<file path="src/rtl/smbus_relay_filter_pkg.sv">
`default_nettype none
// ============================================================================
// smbus_relay_filter_pkg : shared CTRL bits, CSR offsets, counter width, FSM enum
// Rev 1.0
// ============================================================================
package smbus_relay_filter_pkg;

  localparam int CNT_W              = 16;

  localparam int CTRL_LOCK_BIT      = 0;
  localparam int CTRL_RELOAD_BIT    = 1;
  localparam int CTRL_CLR_CNT_BIT   = 2;
  localparam int CTRL_INIT_DONE_BIT = 8;

  typedef enum logic [0:0] {
    INIT = 1'b0,
    RUN  = 1'b1
  } fsm_t;

  // relay is 1-based, k selects the 32-bit slice of the 128-bit bitmap
  function automatic int bitmap_word_addr(input int relay, input int k);
    return 4 * (relay - 1) + k;
  endfunction

  function automatic int ctrl_addr(input int num_relays);
    return 4 * num_relays;
  endfunction

  function automatic int cnt_addr(input int num_relays, input int relay);
    return 4 * num_relays + relay;
  endfunction

endpackage
`default_nettype wire

</file>
<file path="src/rtl/smbus_relay_filter_counter.sv">
`default_nettype none
// ============================================================================
// smbus_relay_filter_counter : saturating event counter, clear has priority
// Rev 1.0
// ============================================================================
module smbus_relay_filter_counter
  import smbus_relay_filter_pkg::*;
(
  input  logic             clk,
  input  logic             i_resetn,
  input  logic             i_inc,
  input  logic             i_clr,
  output logic [CNT_W-1:0] o_count
);

  logic [CNT_W-1:0] count_q, count_d;

  always_comb begin
    count_d = count_q;
    if (i_clr) begin
      count_d = '0;
    end else if (i_inc && (count_q != {CNT_W{1'b1}})) begin
      count_d = count_q + CNT_W'(1);
    end
  end

  always_ff @(posedge clk or negedge i_resetn) begin
    if (!i_resetn) begin
      count_q <= '0;
    end else begin
      count_q <= count_d;
    end
  end

  assign o_count = count_q;

endmodule
`default_nettype wire

</file>
<file path="src/rtl/smbus_relay_addr_filter.sv">
`default_nettype none
// ============================================================================
// smbus_relay_addr_filter : per-relay 7-bit address whitelist with Avalon-MM CSR
// Rev 1.0
// ============================================================================
module smbus_relay_addr_filter
  import smbus_relay_filter_pkg::*;
#(
  parameter int                                     NUM_RELAYS     = 3,
  parameter int                                     MAX_ADDRESSES  = 17,
  parameter logic [NUM_RELAYS:1][7:0]               DEFAULT_COUNTS = '0,
  parameter logic [NUM_RELAYS:1][MAX_ADDRESSES:1][6:0] DEFAULT_ADDRS = '0,
  parameter int                                     AVMM_ADDR_W    = 8
) (
  input  logic                    clk,
  input  logic                    i_resetn,
  input  logic [NUM_RELAYS-1:0]   i_lkp_valid,
  input  logic [NUM_RELAYS*7-1:0] i_lkp_addr,
  output logic                    o_lkp_ready,
  output logic [NUM_RELAYS-1:0]   o_lkp_resp_valid,
  output logic [NUM_RELAYS-1:0]   o_lkp_allow,
  output logic                    o_init_done,
  input  logic [AVMM_ADDR_W-1:0]  i_avmm_address,
  input  logic                    i_avmm_read,
  input  logic                    i_avmm_write,
  input  logic [31:0]             i_avmm_writedata,
  output logic [31:0]             o_avmm_readdata
);

  localparam int RW = $clog2(NUM_RELAYS + 1);
  localparam int EW = $clog2(MAX_ADDRESSES + 1);

  fsm_t                        state_q, state_d;
  logic [RW-1:0]               relay_q, relay_d;
  logic [EW-1:0]               entry_q, entry_d;
  logic [NUM_RELAYS:1][127:0]  bitmap_q, bitmap_d;
  logic                        lock_q, lock_d;
  logic [NUM_RELAYS-1:0]       resp_valid_q, resp_valid_d;
  logic [NUM_RELAYS-1:0]       allow_q, allow_d;
  logic [31:0]                 rdata_q, rdata_d;

  logic                        run;
  int                          addr_int;
  logic                        is_bitmap, is_ctrl, is_cnt;
  logic [RW-1:0]               word_relay, cnt_relay;
  logic [1:0]                  word_sel;
  logic                        bm_wr, ctrl_wr, reload, clr_cnt;
  logic [NUM_RELAYS-1:0]       lkp_accept, lkp_hit;
  logic [CNT_W-1:0]            hit_cnt [1:NUM_RELAYS];
  logic [CNT_W-1:0]            blk_cnt [1:NUM_RELAYS];

  assign run        = (state_q == RUN);
  assign addr_int   = int'(i_avmm_address);
  assign is_bitmap  = addr_int <= bitmap_word_addr(NUM_RELAYS, 3);
  assign is_ctrl    = addr_int == ctrl_addr(NUM_RELAYS);
  assign is_cnt     = (addr_int > ctrl_addr(NUM_RELAYS)) &&
                      (addr_int <= cnt_addr(NUM_RELAYS, NUM_RELAYS));
  assign word_relay = RW'(addr_int / 4 + 1);
  assign word_sel   = i_avmm_address[1:0];
  assign cnt_relay  = RW'(addr_int - ctrl_addr(NUM_RELAYS));

  // Bitmap and reload writes are locked out during INIT and once LOCK is set
  assign bm_wr   = i_avmm_write && is_bitmap && run && !lock_q;
  assign ctrl_wr = i_avmm_write && is_ctrl;
  assign reload  = ctrl_wr && i_avmm_writedata[CTRL_RELOAD_BIT] && run && !lock_q;
  assign clr_cnt = ctrl_wr && i_avmm_writedata[CTRL_CLR_CNT_BIT];
  assign lock_d  = lock_q | (ctrl_wr & i_avmm_writedata[CTRL_LOCK_BIT]);

  always_comb begin
    state_d  = state_q;
    relay_d  = relay_q;
    entry_d  = entry_q;
    bitmap_d = bitmap_q;
    case (state_q)
      INIT: begin
        if (int'(entry_q) <= int'(DEFAULT_COUNTS[relay_q])) begin
          bitmap_d[relay_q][DEFAULT_ADDRS[relay_q][entry_q]] = 1'b1;
        end
        if (entry_q == EW'(MAX_ADDRESSES)) begin
          entry_d = EW'(1);
          if (relay_q == RW'(NUM_RELAYS)) begin
            state_d = RUN;
            relay_d = RW'(1);
          end else begin
            relay_d = relay_q + RW'(1);
          end
        end else begin
          entry_d = entry_q + EW'(1);
        end
      end
      RUN: begin
        if (reload) begin
          bitmap_d = '0;
          state_d  = INIT;
          relay_d  = RW'(1);
          entry_d  = EW'(1);
        end else if (bm_wr) begin
          bitmap_d[word_relay][{word_sel, 5'd0} +: 32] = i_avmm_writedata;
        end
      end
      default: state_d = INIT;
    endcase
  end

  for (genvar r = 1; r <= NUM_RELAYS; r++) begin : g_relay
    logic [6:0] addr;
    assign addr            = i_lkp_addr[7*(r-1) +: 7];
    assign lkp_accept[r-1] = i_lkp_valid[r-1] && run;
    assign lkp_hit[r-1]    = bitmap_q[r][addr];

    smbus_relay_filter_counter u_hit_cnt (
      .clk      (clk),
      .i_resetn (i_resetn),
      .i_inc    (lkp_accept[r-1] && lkp_hit[r-1]),
      .i_clr    (clr_cnt),
      .o_count  (hit_cnt[r])
    );

    smbus_relay_filter_counter u_blk_cnt (
      .clk      (clk),
      .i_resetn (i_resetn),
      .i_inc    (lkp_accept[r-1] && !lkp_hit[r-1]),
      .i_clr    (clr_cnt),
      .o_count  (blk_cnt[r])
    );
  end

  always_comb begin
    resp_valid_d = lkp_accept;
    allow_d      = lkp_accept & lkp_hit;
  end

  // Read data reflects register contents before any same-cycle update
  always_comb begin
    rdata_d = '0;
    if (i_avmm_read) begin
      if (is_bitmap) begin
        rdata_d = bitmap_q[word_relay][{word_sel, 5'd0} +: 32];
      end else if (is_ctrl) begin
        rdata_d[CTRL_LOCK_BIT]      = lock_q;
        rdata_d[CTRL_INIT_DONE_BIT] = run;
      end else if (is_cnt) begin
        rdata_d = {blk_cnt[cnt_relay], hit_cnt[cnt_relay]};
      end
    end
  end

  always_ff @(posedge clk or negedge i_resetn) begin
    if (!i_resetn) begin
      state_q      <= INIT;
      relay_q      <= RW'(1);
      entry_q      <= EW'(1);
      bitmap_q     <= '0;
      lock_q       <= 1'b0;
      resp_valid_q <= '0;
      allow_q      <= '0;
      rdata_q      <= '0;
    end else begin
      state_q      <= state_d;
      relay_q      <= relay_d;
      entry_q      <= entry_d;
      bitmap_q     <= bitmap_d;
      lock_q       <= lock_d;
      resp_valid_q <= resp_valid_d;
      allow_q      <= allow_d;
      rdata_q      <= rdata_d;
    end
  end

  assign o_lkp_ready      = run;
  assign o_init_done      = run;
  assign o_lkp_resp_valid = resp_valid_q;
  assign o_lkp_allow      = allow_q;
  assign o_avmm_readdata  = rdata_q;

endmodule
`default_nettype wire

</file>
<file path="config.mk">
export PLATFORM = sky130hd
export DESIGN_NAME = smbus_relay_addr_filter
export DESIGN_NICKNAME = d
export VERILOG_FILES = /design/src/rtl/smbus_relay_filter_pkg.sv /design/src/rtl/smbus_relay_filter_counter.sv /design/src/rtl/smbus_relay_addr_filter.sv
export SDC_FILE = /design/constraint.sdc
export NUM_CORES = 1
export LEC_CHECK = 0
export CAP_MARGIN = 40
export CORE_MARGIN = 5
export CORE_UTILIZATION = 40
export DETAILED_ROUTE_END_ITERATION = 10
export HOLD_SLACK_MARGIN = 0.06
export PLACE_DENSITY = 0.52
export SYNTH_ARGS = -nofsm -noshare
export SYNTH_HDL_FRONTEND = slang
export SYNTH_SLANG_ARGS = --single-unit
export TNS_END_PERCENT = 100
</file>
<file path="constraint.sdc">
create_clock -name clk -period 7.25 [get_ports clk]
set_clock_uncertainty 0.05 [all_clocks]
set_input_delay 1.45 -clock clk [delete_from_list [all_inputs] [get_ports clk]]
set_output_delay 1.45 -clock clk [all_outputs]
set_load 0.1 [all_outputs]
</file>
==> results by group <==
Synthesis
  • Synth async-reset ratio: 1.00
  • Unique cell type count in the Yosys netlist: just under 60
  • Synth Register Bits: about 530
  • Synthesized cell area: between 0.02 and 0.03 mm2
  • Most frequent cell after synthesis: dfrtp_1
  • Sequential share of the synthesized area: 0.452
  • Most instantiated cells after synthesis: 525 x dfrtp_1, 371 x nand2_1, 240 x a22o_1
  • Biggest area consumer among synthesized cells: dfrtp_1
  • Cells after Synth: about 2.7k
  • Yosys warns: 0
  • Syn Area/Cell: between 10 and 15 um2
  • Post-synth top flop: dfrtp_1
  • Post-Syn Nets: ~2.8k
  • Dominant cells by area after synthesis: dfrtp_1 45%, mux4_2 11%, a22o_1 7.2%, mux2i_1 7.1%, nand2_1 4.8%
  • Synth top area share: 0.451
  • Number of flops mapped to enable cells by yosys: 0

Die
  • Die height: 280 um
  • Core region area: roughly 0.073 mm2
  • DIE AREA: approximately 0.08 mm2
  • Initial Utilization: 0.402
  • Die width: around 280 um
  • IO Pins: ~110
  • Std cell rows: 99

Final layout
  • Synth-to-Final Area Change: 16.1%
  • Nets: 2830
  • Post-layout utilization of the core: 0.466
  • Share of layout cells above drive strength 1: 0.165

Hold path
  • Hold Path Stages: 2
  • Min-delay src: bitmap_q[152]
  • HP Class: reg2reg
  • Worst Hold End: bitmap_q[152]

Worst setup path
  • FF-to-FF Start: o_init_done
  • Critical path's slowest cell: buf_4
  • Reg2Reg Depth: 6
  • R2R setup slack: 3.87 ns
  • Crit-path cells: clkdlybuf4s50_1 > inv_2 > buf_4 > ha_4 > buf_12 > mux4_2 > mux2i_1 > a211oi_1 > o21a_1
  • Critical Path RT: roughly 7.7 ns
  • CP Launch Type: primary input
  • Crit path arrival time: 5.18 ns
  • Crit-path max FO: 62
  • Reg2reg end: bitmap_q[145]
  • Crit. End Element: flop
  • WS Path Type: in2reg
  • Critical Path Max Stage Delay: just over 0.6 ns

Routing
  • Vias: 23.7k
  • Via-per-instance ratio: between 6 and 7
  • Met1 WL: about 44 mm
  • DRT Pass-1 Iters: 6
  • DRC errors left: 0
  • Met2 WL post-DR: between 40 and 50 mm
  • WL met3: roughly 11 mm
  • Initial DRC Count: between 2k and 3k
  • Max Used Layer: met5
  • Routed WL: about 110 mm
  • Wire per inst: approximately 28 um
  • Post-route ant nets: 0

Pwr
  • Pleak: roughly 14 nW
  • Clk pwr share: 0.424
  • VDD IR max: 0.000233 V
  • Psw: 0.00212 W
  • Sw Share: 0.284
  • Combinational Power Share: 0.137
  • Total chip power: ~0.0075 W
  • Power per cell area: 221 mW/mm2
  • Reg power frac: 0.440
  • Internal: approximately 0.0053 W

Global route
  • Vias in the first global route: around 24k
  • Initial antenna violation count: 7
  • Largest net degree at the start of global routing: 142
  • Congestion Overflow GR: 0
  • Global-route wire length before repair: between 150 and 200 mm
  • GRT Overall Usage: 0.265

Placement
  • Post-DP HPWL: approximately 73 mm
  • I/O Buffers: roughly 110
  • Routability congestion estimate: approximately 0.94

STA
  • Fmax: roughly 0.21 GHz
  • Final Max Slew Viols: 0
  • RSZ-0062 raised after global routing: false
  • Max_slew headroom: 0.384
  • Post-route setup TNS: 0 ns
  • Final min period: 4.70 ns
  • Final-report setup violation count: 0
  • Final hold violations: 0
  • Final Cycle Share: 0.649
  • Worst slew pin tran: 0.922 ns

CTS
  • Cts repair resizes: 0
  • TritonCTS buffer count: slightly above 60
  • Hold_buf cts: 0
  • Clock tree from TritonCTS: built
  • Clock latency on the worst-skew pair: approximately 0.64 ns
  • Clock Sinks: around 530
  • # H-tree levels: 2
  • Reg clk slew, reported paths: 0.06 ns
  • Max clock buf depth: 3
  • CTS root buffer: clkbuf_16
  • Setup bufs post-CTS: 0

Run status
  • Outcome: complete, no violations

Job
  • Max-Cap Viols: 0
## power groups by stage
stage	registers, W	logic (W)	clock network (W)
floorplan	0.00329	0.000632	0
global placement	0.00332	0.000967	0
detailed placement	0.00333	0.00102	0
CTS	0.00328	0.00102	0.00322
global route	0.00331	0.00112	0.00334
finish	0.00328	0.00102	0.00316
## logic make-up (layout without fill, tap and decap cells)
family                     Yosys count  count (layout)  share of synthesized area
buffers and inverters              274             349                     0.0410
muxes                              368             368                      0.189
AOI/OAI and AO/OA                  718             718                      0.176
adders and majority gates           23              23                    0.00987
and+or+nand+nor                    800             800                      0.132
DFF                                527             527                      0.452
other                                0               1                          0
## worst max-delay path: cells and delay by family
kind                       cells  cell delay, ns
adders and majority gates      1            0.60
AOI/OAI and AO/OA              2            0.37
buffers and inverters          4            1.74
muxes                          2            0.97
## layer usage
layer	up-vias	GRT usage
met5	-	0
met2	1087	0.404
met1	12200	0.368
li1	10300	-
met4	2	0.0792
met3	177	0.0797
## cells in the final DEF (no fill, tap or decap), types with 25 or more instances in the layout
cell type / synthesis / layout
buf_4: 15 / 59
a211oi_1: 33 / 33
clkbuf_16: 0 / 63
o21a_1: 31 / 31
dfrtp_1: 525 / 525
nand2_1: 371 / 367
nor2_1: 76 / 75
nand4_1: 35 / 35
a22o_1: 240 / 240
mux4_2: 144 / 144
nor3_1: 56 / 55
or4_1: 29 / 29
a22oi_1: 32 / 32
o21ai_0: 151 / 150
o31ai_1: 25 / 25
clkdlybuf4s50_1: 0 / 99
nand3_1: 54 / 54
a32o_1: 34 / 34
or2_2: 47 / 47
a31oi_1: 27 / 27
buf_8: 0 / 40
mux2i_1: 208 / 208
a21oi_1: 102 / 101
## flip-flops by register name (all words and copies together) (netlist names), named ones only
register	count
relay_q	2
g_relay.u_hit_cnt.o_count	48
bitmap_q	381
o_lkp_resp_valid	3
g_relay.u_blk_cnt.o_count	48
entry_q	5
o_avmm_readdata	32
o_init_done	1
o_lkp_allow	3
lock_q	1
## area by class of cell
| cell class | count | area, um2 |
|---|---|---|
| antenna | 1 | 2.50 |
| clock buffer | 86 | 1760 |
| clock inverter | 23 | 260 |
| fill | 6692 | 38700 |
| inverter | 20 | 75.1 |
| multi-input combinational | 1909 | 14900 |
| sequential | 527 | 13200 |
| tap | 959 | 1200 |
| timing repair buffer | 220 | 2460 |
## metrics by stage
step	hold slack, ns	setup WS (ns)	cells	cell area, um2
after floorplan	0.404	2.87	2710	29200
after global placement	0.437	1.94	3580	30900
after detailed placement	0.445	1.95	3635	31800
after CTS	0.459	2.64	3744	33800
after global routing	0.485	2.41	3745	33800
final	0.456	2.55	3745	33800
## worst max path at each step
stage,start,endpoint,slack (ns),depth (start not counted)
2_1_floorplan,i_avmm_address[1],bitmap_q[290],2.87,12
3_3_place_gp,i_avmm_address[2],o_avmm_readdata[16],1.94,9
3_5_place_dp,i_avmm_address[2],o_avmm_readdata[16],1.95,9
4_1_cts,i_avmm_address[2],o_avmm_readdata[16],2.64,9
5_1_grt,i_avmm_address[2],o_avmm_readdata[16],2.41,9
6_report,i_avmm_address[2],o_avmm_readdata[16],2.55,9
Note: power is estimated with default switching activity, not from simulation.
